--- config.mk ---
export PLATFORM = sky130hd
export DESIGN_NAME = serial_alu_engine_flat
export DESIGN_NICKNAME = d
export VERILOG_FILES = /design/src/rtl/serial_alu_engine_if.sv /design/src/rtl/serial_alu_engine.sv /design/src/flat_wrapper.sv
export SDC_FILE = /design/constraint.sdc
export NUM_CORES = 1
export LEC_CHECK = 0
export ABC_AREA = 1
export BUFFER_PORTS_ARGS = -buffer_cell sky130_fd_sc_hd__buf_4
export CAP_MARGIN = 20
export CORE_UTILIZATION = 49
export CTS_BUF_LIST = sky130_fd_sc_hd__clkbuf_4 sky130_fd_sc_hd__clkbuf_8 sky130_fd_sc_hd__clkbuf_16
export DETAILED_ROUTE_END_ITERATION = 12
export GPL_TIMING_DRIVEN = 1
export PLACE_DENSITY = 0.85
export SKIP_LAST_GASP = 1
export SLEW_MARGIN = 20
export SYNTH_ARGS = -nofsm -noshare
export SYNTH_HDL_FRONTEND = slang
export SYNTH_SLANG_ARGS = --single-unit
--- constraint.sdc ---
create_clock -name clk -period 1.7 [get_ports clk]
set_clock_uncertainty 0.2 [all_clocks]
set_input_delay 0.255 -clock clk [delete_from_list [all_inputs] [get_ports clk]]
set_output_delay 0.255 -clock clk [all_outputs]
set_load 0.02 [all_outputs]
--- src/rtl/serial_alu_engine_if.sv ---
// Operand/request and result/flag bundle for the bit-serial ALU.
// master issues operations; slave (the engine) returns busy/done, result and flags.
interface serial_alu_engine_if #(
   parameter int WIDTH = 64
);
   logic             start;
   logic [2:0]       cntrl;
   logic [WIDTH-1:0] A;
   logic [WIDTH-1:0] B;
   logic             busy;
   logic             done;
   logic [WIDTH-1:0] result;
   logic             negative;
   logic             zero;
   logic             overflow;
   logic             carry_out;

   modport master (
      output start, cntrl, A, B,
      input  busy, done, result, negative, zero, overflow, carry_out
   );

   modport slave (
      input  start, cntrl, A, B,
      output busy, done, result, negative, zero, overflow, carry_out
   );
endinterface

--- src/rtl/serial_alu_engine.sv ---
// Bit-serial ALU stepping one slice LSB->MSB; start-to-done latency WIDTH+1 cycles.
// No backpressure: start is only sampled in IDLE, requests during RUN/DONE are dropped.
module serial_alu_engine #(
   parameter int WIDTH = 64
) (
   input logic                clk,
   input logic                reset,
   serial_alu_engine_if.slave alu
);
   localparam int CW = (WIDTH > 1) ? $clog2(WIDTH) : 1;
   localparam logic [CW-1:0] LAST = CW'(WIDTH - 1);

   typedef enum logic [1:0] {
      IDLE = 2'd0,
      RUN  = 2'd1,
      DONE = 2'd2
   } state_t;

   state_t state, state_nxt;

   logic [WIDTH-1:0] a_sr, b_sr, res_sr;
   logic [2:0]       op;
   logic [CW-1:0]    cnt;
   logic             carry, zacc;
   logic             beff, sum, carry_nxt, obit, arith;

   always_ff @(posedge clk) begin
      if (reset) state <= IDLE;
      else       state <= state_nxt;
   end

   always_comb begin
      state_nxt = state;
      alu.busy  = 1'b0;
      alu.done  = 1'b0;
      case (state)
         IDLE: if (alu.start) state_nxt = RUN;
         RUN: begin
            alu.busy = 1'b1;
            if (cnt == LAST) state_nxt = DONE;
         end
         DONE: begin
            alu.done  = 1'b1;
            state_nxt = IDLE;
         end
         default: state_nxt = IDLE;
      endcase
   end

   // Single 1-bit ALU slice acting on the current LSBs of the operand shifters.
   always_comb begin
      arith     = (op[2:1] == 2'b01);
      beff      = b_sr[0] ^ op[0];
      sum       = a_sr[0] ^ beff ^ carry;
      carry_nxt = (a_sr[0] & beff) | (a_sr[0] & carry) | (beff & carry);
      obit      = 1'b0;
      case (op)
         3'b000:         obit = b_sr[0];
         3'b010, 3'b011: obit = sum;
         3'b100:         obit = a_sr[0] & b_sr[0];
         3'b101:         obit = a_sr[0] | b_sr[0];
         3'b110:         obit = a_sr[0] ^ b_sr[0];
         default:        obit = 1'b0;
      endcase
   end

   always_ff @(posedge clk) begin
      if (reset) begin
         a_sr          <= '0;
         b_sr          <= '0;
         res_sr        <= '0;
         op            <= '0;
         cnt           <= '0;
         carry         <= 1'b0;
         zacc          <= 1'b0;
         alu.result    <= '0;
         alu.negative  <= 1'b0;
         alu.zero      <= 1'b0;
         alu.overflow  <= 1'b0;
         alu.carry_out <= 1'b0;
      end else begin
         case (state)
            IDLE: begin
               if (alu.start) begin
                  a_sr  <= alu.A;
                  b_sr  <= alu.B;
                  op    <= alu.cntrl;
                  cnt   <= '0;
                  carry <= (alu.cntrl[2:1] == 2'b01) ? alu.cntrl[0] : 1'b0;
                  zacc  <= 1'b1;
               end
            end
            RUN: begin
               a_sr   <= a_sr >> 1;
               b_sr   <= b_sr >> 1;
               res_sr <= {obit, res_sr[WIDTH-1:1]};
               carry  <= carry_nxt;
               zacc   <= zacc & ~obit;
               cnt    <= cnt + CW'(1);
               // On the MSB step the carry register still holds the carry into
               // the MSB, so overflow falls out of it directly.
               if (cnt == LAST) begin
                  alu.result    <= {obit, res_sr[WIDTH-1:1]};
                  alu.negative  <= obit;
                  alu.zero      <= zacc & ~obit;
                  alu.carry_out <= arith ? carry_nxt : 1'b0;
                  alu.overflow  <= arith ? (carry ^ carry_nxt) : 1'b0;
               end
            end
            default: ;
         endcase
      end
   end
endmodule

--- src/flat_wrapper.sv ---
// flat-port wrapper written by rule: the top's interface ports become plain ports
module serial_alu_engine_flat 
#(
   parameter int WIDTH = 64
)
  (clk, reset, alu_start, alu_cntrl, alu_A, alu_B, alu_busy, alu_done, alu_result, alu_negative, alu_zero, alu_overflow, alu_carry_out);
  serial_alu_engine_if #(.WIDTH(WIDTH)) alu_i ();
  input logic clk;
  input logic reset;
  input wire logic [$bits(alu_i.start)-1:0] alu_start;
  input wire logic [$bits(alu_i.cntrl)-1:0] alu_cntrl;
  input wire logic [$bits(alu_i.A)-1:0] alu_A;
  input wire logic [$bits(alu_i.B)-1:0] alu_B;
  output wire logic [$bits(alu_i.busy)-1:0] alu_busy;
  output wire logic [$bits(alu_i.done)-1:0] alu_done;
  output wire logic [$bits(alu_i.result)-1:0] alu_result;
  output wire logic [$bits(alu_i.negative)-1:0] alu_negative;
  output wire logic [$bits(alu_i.zero)-1:0] alu_zero;
  output wire logic [$bits(alu_i.overflow)-1:0] alu_overflow;
  output wire logic [$bits(alu_i.carry_out)-1:0] alu_carry_out;
  assign alu_i.start = alu_start;
  assign alu_i.cntrl = alu_cntrl;
  assign alu_i.A = alu_A;
  assign alu_i.B = alu_B;
  assign alu_busy = alu_i.busy;
  assign alu_done = alu_i.done;
  assign alu_result = alu_i.result;
  assign alu_negative = alu_i.negative;
  assign alu_zero = alu_i.zero;
  assign alu_overflow = alu_i.overflow;
  assign alu_carry_out = alu_i.carry_out;
  serial_alu_engine #(.WIDTH(WIDTH)) u_core (.clk(clk), .reset(reset), .alu(alu_i));
endmodule
# ---- Yosys cells after proc, flatten, opt, wreduce, memory -nomap -nowiden
# Cells that the tools add are included.
dict set report totals {
  ff_bits 273
  in_bits 134
  output_inout_bits 70
  wordCells 67
}
dict set report op_classes {
  n_addsub 1
  eq_ne 12
  mux 19
  bitwise_logic 14
  n_reduce_logical 8
}
# operator count
set op_table {}
lappend op_table {{$pmux 64 s2} 2}
lappend op_table {{$mux 64} 2}
lappend op_table {{$pmux 6 s2} 1}
lappend op_table {{$eq 3x3->1 const B} 3}
lappend op_table {{$reduce_and 2->1} 4}
lappend op_table {{$mux 1} 7}
lappend op_table {{$add 6x1->6 const B} 1}
lappend op_table {{$eq 2x1->1 const B} 3}
lappend op_table {{$eq 3x2->1 const B} 2}
lappend op_table {{$eq 6x6->1 const B} 1}
lappend op_table {{$mux 6} 1}
lappend op_table {{$and 1x1->1} 5}
lappend op_table {{$pmux 1 s5} 1}
lappend op_table {{$xor 1x1->1} 5}
lappend op_table {{$mux 2} 2}
lappend op_table {{$pmux 1 s2} 2}
lappend op_table {{$pmux 2 s2} 1}
lappend op_table {{$logic_not 3->1} 1}
lappend op_table {{$or 1x1->1} 3}
lappend op_table {{$eq 2x2->1 const B} 1}
lappend op_table {{$logic_not 2->1} 1}
lappend op_table {{$ne 2x1->1 const B} 1}
lappend op_table {{$ne 2x2->1 const B} 1}
lappend op_table {{$reduce_bool 2->1} 1}
lappend op_table {{2 further kinds} 2}

# ---- Logic depth before layout (Yosys ltp)
dict set report depth {
  word_depth 7
  ltp_mapped 10
  depth_no_buf 9
}

# ---- Worst setup path after synthesis
# Ideal clock, no wire load.
dict set report synth_path {
  path_type {reg2reg}
  startpoint {register u_core.b_sr[0]}
  endpoint {register u_core.alu.result[63]}
  setup_ns 0.115
  t_arrival_ns 1.469
  required_ns 1.385
  path_slack_ns -0.085
  stages_incl_launch_ff 10
  n_path_buf 0
  synth_period_minus_slack_ns 1.785
  path_cell_list {dfxtp_1 xnor2_1 fa_1 inv_1 nand2_1 nand2_1 nor2_1 nand2_1 o21ai_0 inv_1}
}
dict set report synth_via {
  elab_chain_len 4
  word_cells_on_any_way 7
  cone_classes {1 x mux; 6 x bitwise}
}
# item line
set synth_rtl {}
lappend synth_rtl {{start: declaration} serial_alu_engine.sv:21} ;# logic [WIDTH-1:0] a_sr, b_sr, res_sr;
lappend synth_rtl {{start signal: assignment} serial_alu_engine.sv:86} ;# b_sr <= alu.B;
lappend synth_rtl {{start signal: assignment} serial_alu_engine.sv:95} ;# b_sr <= b_sr >> 1;
lappend synth_rtl {{$xor 1x1->1} serial_alu_engine.sv:53} ;# beff = b_sr[0] ^ op[0];
lappend synth_rtl {{$xor 1x1->1 (2 in series)} serial_alu_engine.sv:54} ;# sum = a_sr[0] ^ beff ^ carry;
lappend synth_rtl {{$pmux 1 s5 *} serial_alu_engine.sv:57} ;# case (op)
lappend synth_rtl {{end signal: assignment} serial_alu_engine.sv:103} ;# alu.result <= {obit, res_sr[WIDTH-1:1]};
lappend synth_rtl {{end: declaration} serial_alu_engine_if.sv:25} ;# output busy, done, result, negative, zero, overflow, carry_out
# Every way passes the cells marked *; elsewhere a longest branch is shown, timed or not.
# A chain may end at the register's enable or synchronous reset.

# ---- Worst setup path in the final report
dict set report layout_path {
  startpoint {register u_core.cnt[1]}
  endpoint {register u_core.alu.result[57]}
}
dict set report layout_via {
  elab_chain_len 2
}
# item line
set layout_rtl {}
lappend layout_rtl {{start: declaration} serial_alu_engine.sv:23} ;# logic [CW-1:0] cnt;
lappend layout_rtl {{start signal: assignment} serial_alu_engine.sv:99} ;# cnt <= cnt + CW'(1);
lappend layout_rtl {{$eq 6x6->1} serial_alu_engine.sv:102} ;# if (cnt == LAST) begin
lappend layout_rtl {{$reduce_and 2->1 (no line)} --}
# No other way between the ends.

==> results.md <==
* Outcome: finished, violations left
* Failing checks: setup timing
* Worst-skew pair later-pin latency at 0.53 ns
* Post-Syn Instances at 1277
* WL/cell at 17.8 µm
* Fin area at 15200 µm²
* DRT iter0 DRCs at 607
* Global-route usage over all layers at 26.7%
* Core area at 20500 µm²
* Total clock sinks at 271
* CTS tree: yes
* Max clock buf depth at 3
* Number of global-route vias before repair at 9892
* Largest cells by area after synthesis: dfxtp_1 52%, nand2_1 10%, o221ai_1 6.8%
* Synth cell types at 27
* Final non-filler cell total at 1897
* First-pass DRT Iterations at 7
* Async SR Flop Fraction at 0%
* Leak at 6.68 nW
* Class of the worst hold path: in2reg
* FF+latch count, synth at 271
* Critical Path RT at 1.92 ns
* DR vias/cell at 5.57
* Area after DPL at 12100 µm²
* DRC Markers at 0
* Avg Cell Area, Syn at 8.11 µm²
* Met3 GRT Util at 4.51%
* First-pass GRT wire length at 47600 µm
* Largest net degree at the start of global routing at 118
* Fraction of layout cells with a size suffix above 1 at 23.6%
* WL final at 33700 µm
* CP arrival at 2.04 ns
* Post-synth EDFFs at 0
* Crit Path Max Fanout at 30
* Initial Util at 50.5%
* Met2 usage at 47.1%
* Post-layout nets at 1740
* IO Count at 204
* Slew at the pin closest to its max-slew limit at 0.604 ns
* Cells after DPL at 1682
* Synth Warn # at 0
* Fin crit period at 1.81 ns
* DP HPWL at 15100 µm
* Startpoint types: register
* RSZ-0062 raised after global routing: true
* # rows at 52
* VDD IR max at 0.814 mV
* H-tree levels at 1
* Post-synth top flop: dfxtp_1
* Num CTS Buffers at 28
* Period utilization at 107%
* Die X at 147 µm
* Total power at 15.7 mW
* Pwr dens at 1030 nW/µm²
* GRT overflow at 0
* Post-route antenna net violation count at 0
* Top-area cell type share of the netlist area at 52.4%
* Die area at 21700 µm²
* Cell area after synthesis at 10400 µm²
* Clk slew on worst S/H paths at 0.06 ns
* Syn Nets at 1415
* Final Max Tran Viols at 0
* Crit path capture type: register
* Initial antenna violation count at 5
* PortBufs at 203
* Cell taking the most area after synthesis: dfxtp_1
* Die height at 147 µm
* Fin. Hold Viols at 0
* Global placer's final weighted congestion at 0.768
* Busiest metal layer after global routing: met2
* Max_slew headroom at 59.7%
* Worst setup path category: reg2reg
* Routed via count at 10574
* Register area share after synthesis at 52.4%
* Setup-failing EPs final at 68
* Max-capacitance violation count at 0
* Root Driver: clkbuf_16
* Fmax at 0.551 GHz
* Worst Slack Setup Final at -0.115 ns
* Grt met1 use at 30.7%
* Layout area overhead at 46.9%
* Setup slack, reg-to-reg at -0.11 ns
## flip-flops by register name, indices dropped and copies added (netlist names)
name,flops
u_core.b_sr,64
u_core.zacc,1
u_core.carry,1
u_core.res_sr,63
u_core.state,2
u_core.a_sr,64
u_core.cnt,6
u_core.alu.result,64
u_core.alu.overflow,1
u_core.alu.carry_out,1
u_core.op,3
u_core.alu.zero,1
## stage by stage
step                TNS (ns)  setup WS, ns  util (%)  hold WS [ns]
CTS                   -0.581       -0.0900      71.0         0.167
global route           -9.29        -0.194      74.2         0.193
floorplan            -0.0268       -0.0204         -         0.202
global placement      -0.171       -0.0891      59.2         0.231
detailed placement    -0.227        -0.112      59.2         0.235
finish                 -3.31        -0.115      74.2         0.175
## worst max-delay path: stages (launching register included)
cell	delay, ns
dfxtp_2	0.36
ha_4	0.16
nand2_4	0.06
nor2_4	0.12
nand2_2	0.09
nor2_4	0.21
clkinv_4	0.15
buf_12	0.19
nand3_1	0.11
nand2_1	0.08
## layer usage
layer	routed length (µm)	part of all wire, %	vias to the layer above
met5	0	0	-
met4	1650	4.9	0
met3	2410	7.1	133
met2	16600	49	554
met1	13100	39	4949
li1	-	-	4938
## kinds of logic after synthesis
kind of cell	Yosys count	synth area share, %
DFF	271	52.4
buffers and inverters	202	9.07
AOI/OAI and AO/OA	300	18.0
xor gates and xnor gates	1	0.0846
adders and majority gates	4	0.556
and+or+nand+nor	499	19.9
## Yosys cell counts (13+ instances only)
library cell / count
inv_1: 96
dfxtp_1: 271
nand2_1: 287
o21ai_0: 77
o221ai_1: 80
clkbuf_1: 30
a31oi_1: 46
a21oi_1: 94
nand3_1: 59
buf_4: 13
buf_2: 39
nor2_1: 132
## where the power goes
group          internal [mW]  switching (mW)
clock                   4.08            2.52
sequential              6.78           0.301
combinational          0.987            1.07
total                   11.8            3.89
## what timing repair did
action,4_1_cts,5_1_grt
pin swaps,1,16
buffers inserted,3,7
endpoints found under the setup margin,20,193
resized for setup,5,77
gates cloned,2,16
endpoints found under the hold margin,137,0
hold buffers,132,0
## placed cells by master (no fill, tap or decap), types with 59 or more instances in the layout
cell,instances
nand2_1,254
inv_1,96
nor2_1,131
nand3_1,59
a21oi_1,93
dfxtp_1,264
buf_4,220
dlygate4sd3_1,132
o221ai_1,80
o21ai_0,72
## path summary, 6_finish.rpt
path | end | depth (start not counted) | start
max | u_core.alu.result[57] | 9 | u_core.cnt[1]
min | u_core.op[0] | 4 | alu_start
max reg2reg | u_core.alu.result[57] | 9 | u_core.cnt[1]
min reg2reg | u_core.b_sr[2] | 2 | u_core.b_sr[2]
## cell type report
type | count | area, µm²
timing repair inverter | 1 | 8.76
multi-input combinational | 804 | 4190
antenna | 5 | 12.5
sequential | 271 | 5430
fill | 1322 | 5280
tap | 270 | 338
inverter | 103 | 417
timing repair buffer | 393 | 3810
clock buffer | 40 | 852
clock inverter | 10 | 153
Note: power is estimated with default switching activity, not from simulation.
